File: src/rtl/mult_pkg.sv
// Shared types and constants for the shift-add multiplier control slice.
// Latency: n/a (declarations only).
// Backpressure: n/a.
package mult_pkg;

    // Default operand width and iteration count
    localparam int MULT_N = 16;

    // Control sequencer states
    typedef enum logic [2:0] {
        IDLE  = 3'd0,
        CLR   = 3'd1,
        ADD   = 3'd2,
        SHIFT = 3'd3,
        HOLD  = 3'd4
    } mult_state_t;

endpackage

File: src/rtl/mult_iter_cnt.sv
// Iteration counter: sync clear, enable, terminal flag at N-1.
// Latency: count updates on the edge after clear/enable is sampled.
// Backpressure: none; the sequencer alone decides when to count.
module mult_iter_cnt
    import mult_pkg::*;
#(
    parameter int N  = MULT_N,
    parameter int CW = $clog2(N)
) (
    input  logic          i_clk,
    input  logic          i_rst_n,
    input  logic          i_clr,
    input  logic          i_en,
    output logic [CW-1:0] o_count,
    output logic          o_term
);

    logic [CW-1:0] r_count;

    // Iteration index: reset and clear both return to zero, clear wins over enable
    always_ff @(posedge i_clk) begin
        if (!i_rst_n) begin
            r_count <= '0;
        end else if (i_clr) begin
            r_count <= '0;
        end else if (i_en) begin
            r_count <= r_count + 1'b1;
        end
    end

    assign o_count = r_count;
    assign o_term  = (r_count == CW'(N - 1));

endmodule

File: src/rtl/mult_ctrl_16.sv
// Shift-add multiplier sequencer: clear, N x (add|sub, shift), hold result.
// Latency: Done rises 2N+2 cycles after the edge that samples Run in IDLE.
// Backpressure: none; Run is a level handshake, HOLD waits for Run to drop.
module mult_ctrl_16
    import mult_pkg::*;
#(
    parameter int N = MULT_N
) (
    input  logic                 Clk,
    input  logic                 Reset_n,
    input  logic                 Run,
    input  logic                 ClearA_LoadB,
    input  logic                 M,
    output logic                 Clr_Ld,
    output logic                 Clr_XA,
    output logic                 Add,
    output logic                 Sub,
    output logic                 Shift,
    output logic                 Busy,
    output logic                 Done,
    output logic [$clog2(N)-1:0] Count
);

    mult_state_t          r_state;
    mult_state_t          w_next;
    logic                 r_clr_xa;
    logic                 r_shift;
    logic                 r_busy;
    logic                 r_done;
    logic                 w_cnt_clr;
    logic                 w_cnt_en;
    logic                 w_term;
    logic [$clog2(N)-1:0] w_count;

    mult_iter_cnt #(
        .N  (N),
        .CW ($clog2(N))
    ) u_iter_cnt (
        .i_clk   (Clk),
        .i_rst_n (Reset_n),
        .i_clr   (w_cnt_clr),
        .i_en    (w_cnt_en),
        .o_count (w_count),
        .o_term  (w_term)
    );

    // Next-state selection; HOLD releases only once Run is seen low so a held Run cannot retrigger
    always_comb begin
        w_next = r_state;
        case (r_state)
            IDLE:    if (Run) w_next = CLR;
            CLR:     w_next = ADD;
            ADD:     w_next = SHIFT;
            SHIFT:   w_next = w_term ? HOLD : ADD;
            HOLD:    if (!Run) w_next = IDLE;
            default: w_next = IDLE;
        endcase
    end

    // Counter is zeroed while in CLR and advances on the SHIFT->ADD edge only
    assign w_cnt_clr = (r_state == CLR);
    assign w_cnt_en  = (r_state == SHIFT) && !w_term;

    // State register with state-decoded outputs registered from the next state
    always_ff @(posedge Clk) begin
        if (!Reset_n) begin
            r_state  <= IDLE;
            r_clr_xa <= 1'b0;
            r_shift  <= 1'b0;
            r_busy   <= 1'b0;
            r_done   <= 1'b0;
        end else begin
            r_state  <= w_next;
            r_clr_xa <= (w_next == CLR);
            r_shift  <= (w_next == SHIFT);
            r_busy   <= (w_next == CLR) || (w_next == ADD) || (w_next == SHIFT);
            r_done   <= (w_next == HOLD);
        end
    end

    // Add/Sub follow M within the ADD cycle; the final iteration subtracts the sign-weighted bit
    assign Add    = (r_state == ADD) && M && !w_term;
    assign Sub    = (r_state == ADD) && M && w_term;
    // Run has priority over a load request, and loads are honoured only in IDLE
    assign Clr_Ld = (r_state == IDLE) && ClearA_LoadB && !Run;

    assign Clr_XA = r_clr_xa;
    assign Shift  = r_shift;
    assign Busy   = r_busy;
    assign Done   = r_done;
    assign Count  = w_count;

endmodule

File: config.mk
export PLATFORM = sky130hd
export DESIGN_NAME = mult_ctrl_16
export DESIGN_NICKNAME = d
export VERILOG_FILES = /design/src/rtl/mult_pkg.sv /design/src/rtl/mult_iter_cnt.sv /design/src/rtl/mult_ctrl_16.sv
export SDC_FILE = /design/constraint.sdc
export NUM_CORES = 1
export LEC_CHECK = 0
export CAP_MARGIN = 20
export CORE_AREA = 2 2 39 41
export DETAILED_ROUTE_END_ITERATION = 6
export DIE_AREA = 0 0 41 43
export GPL_ROUTABILITY_DRIVEN = 0
export GPL_TIMING_DRIVEN = 0
export PLACE_DENSITY = 0.71
export SYNTH_ARGS = -nofsm -noshare
export SYNTH_HDL_FRONTEND = slang
export SYNTH_SLANG_ARGS = --single-unit
File: constraint.sdc
create_clock -name Clk -period 1.6 [get_ports Clk]
set_input_delay 0.24 -clock Clk [delete_from_list [all_inputs] [get_ports Clk]]
set_output_delay 0.24 -clock Clk [all_outputs]
set_load 0.005 [all_outputs]
==> run metrics <==
status=finished, violations left; violated checks=negative setup slack; Remaining Overflow, GRT=0; maximum clock frequency=roughly 620 MHz; H-tree Lvls=1; WL final=between 1000 and 1500 um; RSZ-0062 raised after global routing=yes; vias in the first global route=approximately 420; ys flop type=dfxtp_1; Final Skew=0.0004433 ns; worst vdd ir=~0.52 mV; Area Growth Syn to Fin=45.79%; period utilization=101.1%; CP bufs+invs=2; most frequent cell after synthesis=dfxtp_1; Die Area=~1800 um^2; vias per inst=5.097; share of cells above drive strength 1=between 20% and 30%; Post-Syn Instances=55; DRC=0; crit path DAT=approximately 1.4 ns; synth cell count leaders=dfxtp_1, nor2_1, nand2_1, nor3_1; Final WS setup=-0.01715 ns; Wirelength per Cell=approximately 11 um; # IOs=16; height of the die=around 43 um; Slew Limit Fails=0; Iter 0 DRT Violations=15; endpoints failing setup=2; Crit Path Class=in -> out; final hold violations=0; Antenna Nets Post-Route=0; Final TNS setup=-0.03253 ns; Most Used Layer, Global Route=met2; DR vias=474; Post-DP Area=about 650 um^2; Area contributors post-synth=dfxtp_1, nor3_1, nor2_1; Util after Layout=50.09%; Synth Net Count=61; first-pass GRT wire length=approximately 1800 um; Die Wd=about 41 um; Data required, critical path=1.36 ns; Power Dens Cells=between 800 and 900 nW/um^2; nets=between 80 and 90; final instance area=about 690 um^2; Max Cap Viol=0; Yosys top cell area share=46.32%; CTS clock-pin slew for the worst setup and hold paths=0.06 ns; async set-reset flop share out of synthesis=0%; delay-heaviest family, CP=buffers and inverters; CTS tree=yes; CTS buffer count=3; Core Rows=14; initial antenna violation count=0; Clock Path Buffers=2; pin count of the biggest net entering global routing=9; All-Layer GR Usage=~15%; area of the core=approximately 1400 um^2; Slew Limit Headroom=83.76%; routing usage on met3=just under 8%; # diodes=0; crit path max fanout=2; CP max-delay cell=clkdlybuf4s50_1; Hold WC Path Type=reg -> reg; Crit. End Element=output port; Setup crit start kind=primary input; CP Cell Sequence=clkdlybuf4s50_1 > or4b_4 > nor2_1 > buf_2; Avg Cell Area, Syn=about 8.6 um^2; grt met1 use=between 10% and 20%; Pre-Repair DR Iteration Count=4; Synth area leader=dfxtp_1; synthesized area=between 400 and 500 um^2; worst hold margin=0.4780 ns; # clock sinks=11; Leakage Power=0.2906 nW; Starting Density=about a third; grt met2 use=about a fifth; Worst-Margin Slew=roughly 0.24 ns; Post-DP HPWL=between 700 and 800 um; Port Buffer Count=15; Post-synth EDFFs=0; worst stage delay on the critical path=between 0.4 and 0.5 ns; sequential share of the synthesized area=between 40% and 50%; root buffer cell=clkbuf_4; clock latency on the worst-skew pair=around 0.26 ns; cts hold-fix bufs=0; crit path time final=roughly 1.6 ns; synthesis-stage register bit count=11; Cell variety after synth=21; yosys warns=0
==> placed cells by master (no fill, tap or decap), types with 2 or more instances in the layout <==
| cell | instances |
|---|---|
| clkdlybuf4s50_1 | 12 |
| dfxtp_1 | 8 |
| nor2_1 | 5 |
| nand2_1 | 5 |
| nor3_1 | 5 |
| nand3_1 | 4 |
| a21oi_1 | 4 |
| buf_4 | 4 |
| and3_1 | 3 |
| nand2b_1 | 3 |
| clkbuf_4 | 3 |
| o22ai_1 | 2 |
| buf_2 | 2 |
| dfxtp_2 | 2 |
==> sequential cells by signal, indices dropped and copies added (netlist names) <==
register and flops:
u_iter_cnt.o_count 4, r_state 3, Busy 1, Clr_XA 1
Done 1, Shift 1
==> area by class of cell <==
class,count,area (um^2)
repair buffers,19,168.9
fillers,146,690.7
well taps,16,20.02
multi-input cells,41,241.5
clock buffers,4,26.28
flip-flops and latches,11,226.5
inverters,2,10.01
==> metal layers <==
metal  vias up  routed length [um]
li1        240                   -
met1       218                 465
met2        14                 470
met3         2                  92
met4         0                  10
met5         -                   0
==> power breakdown <==
group | internal, W | leakage (nW) | switching, W | total, W
logic | 0.0000475 | 0.184 | 0.0000360 | 0.0000835
clock network | 0.0000965 | 0.0150 | 0.0000878 | 0.000184
registers | 0.000284 | 0.0912 | 0.00000889 | 0.000293
==> final timing paths <==
check	startpoint	to	slack [ns]	cells past startpoint
setup / recovery	M	Sub	-0.02	4
hold / removal	r_state[0]	r_state[0]	0.48	1
setup reg to reg	u_iter_cnt.o_count[0]	Busy	0.31	4
hold reg to reg	r_state[0]	r_state[0]	0.48	1
==> worst reg2reg max path, delay by kind of cell, from the launching register on <==
kind                     cells  cell delay (ns)
AND/OR/NAND/NOR              3             0.63
flip-flops                   1             0.34
adder cells (fa/ha/maj)      1             0.25
==> metrics by stage <==
step                worst slack [ns]  cells  power [W]
finish                      -0.01715     93  0.0005609
global route                -0.05773     93  0.0005948
CTS                          -0.1486     93  0.0005713
detailed placement           -0.3825     86  0.0003715
global placement             -0.4004     86  0.0003702
floorplan                     0.2682     55  0.0003348
==> timing repair <==
item / 4_1_cts / 5_1_grt
buffers inserted: 3 / 1
gates resized for setup: 11 / 4
endpoints found under the setup margin: 3 / 3
pin swaps: 3 / 1
==> logic make-up (layout without fill, tap and decap cells) <==
family	after synthesis	count (layout)	synth area share, %
adder cells (fa/ha/maj)	1	1	2.631
buffers and inverters	3	25	4.474
AO/OA/AOI/OAI	10	10	13.16
flip-flops	11	11	46.32
AND/OR/NAND/NOR	30	30	33.42
Note: power is estimated with default switching activity, not from simulation.
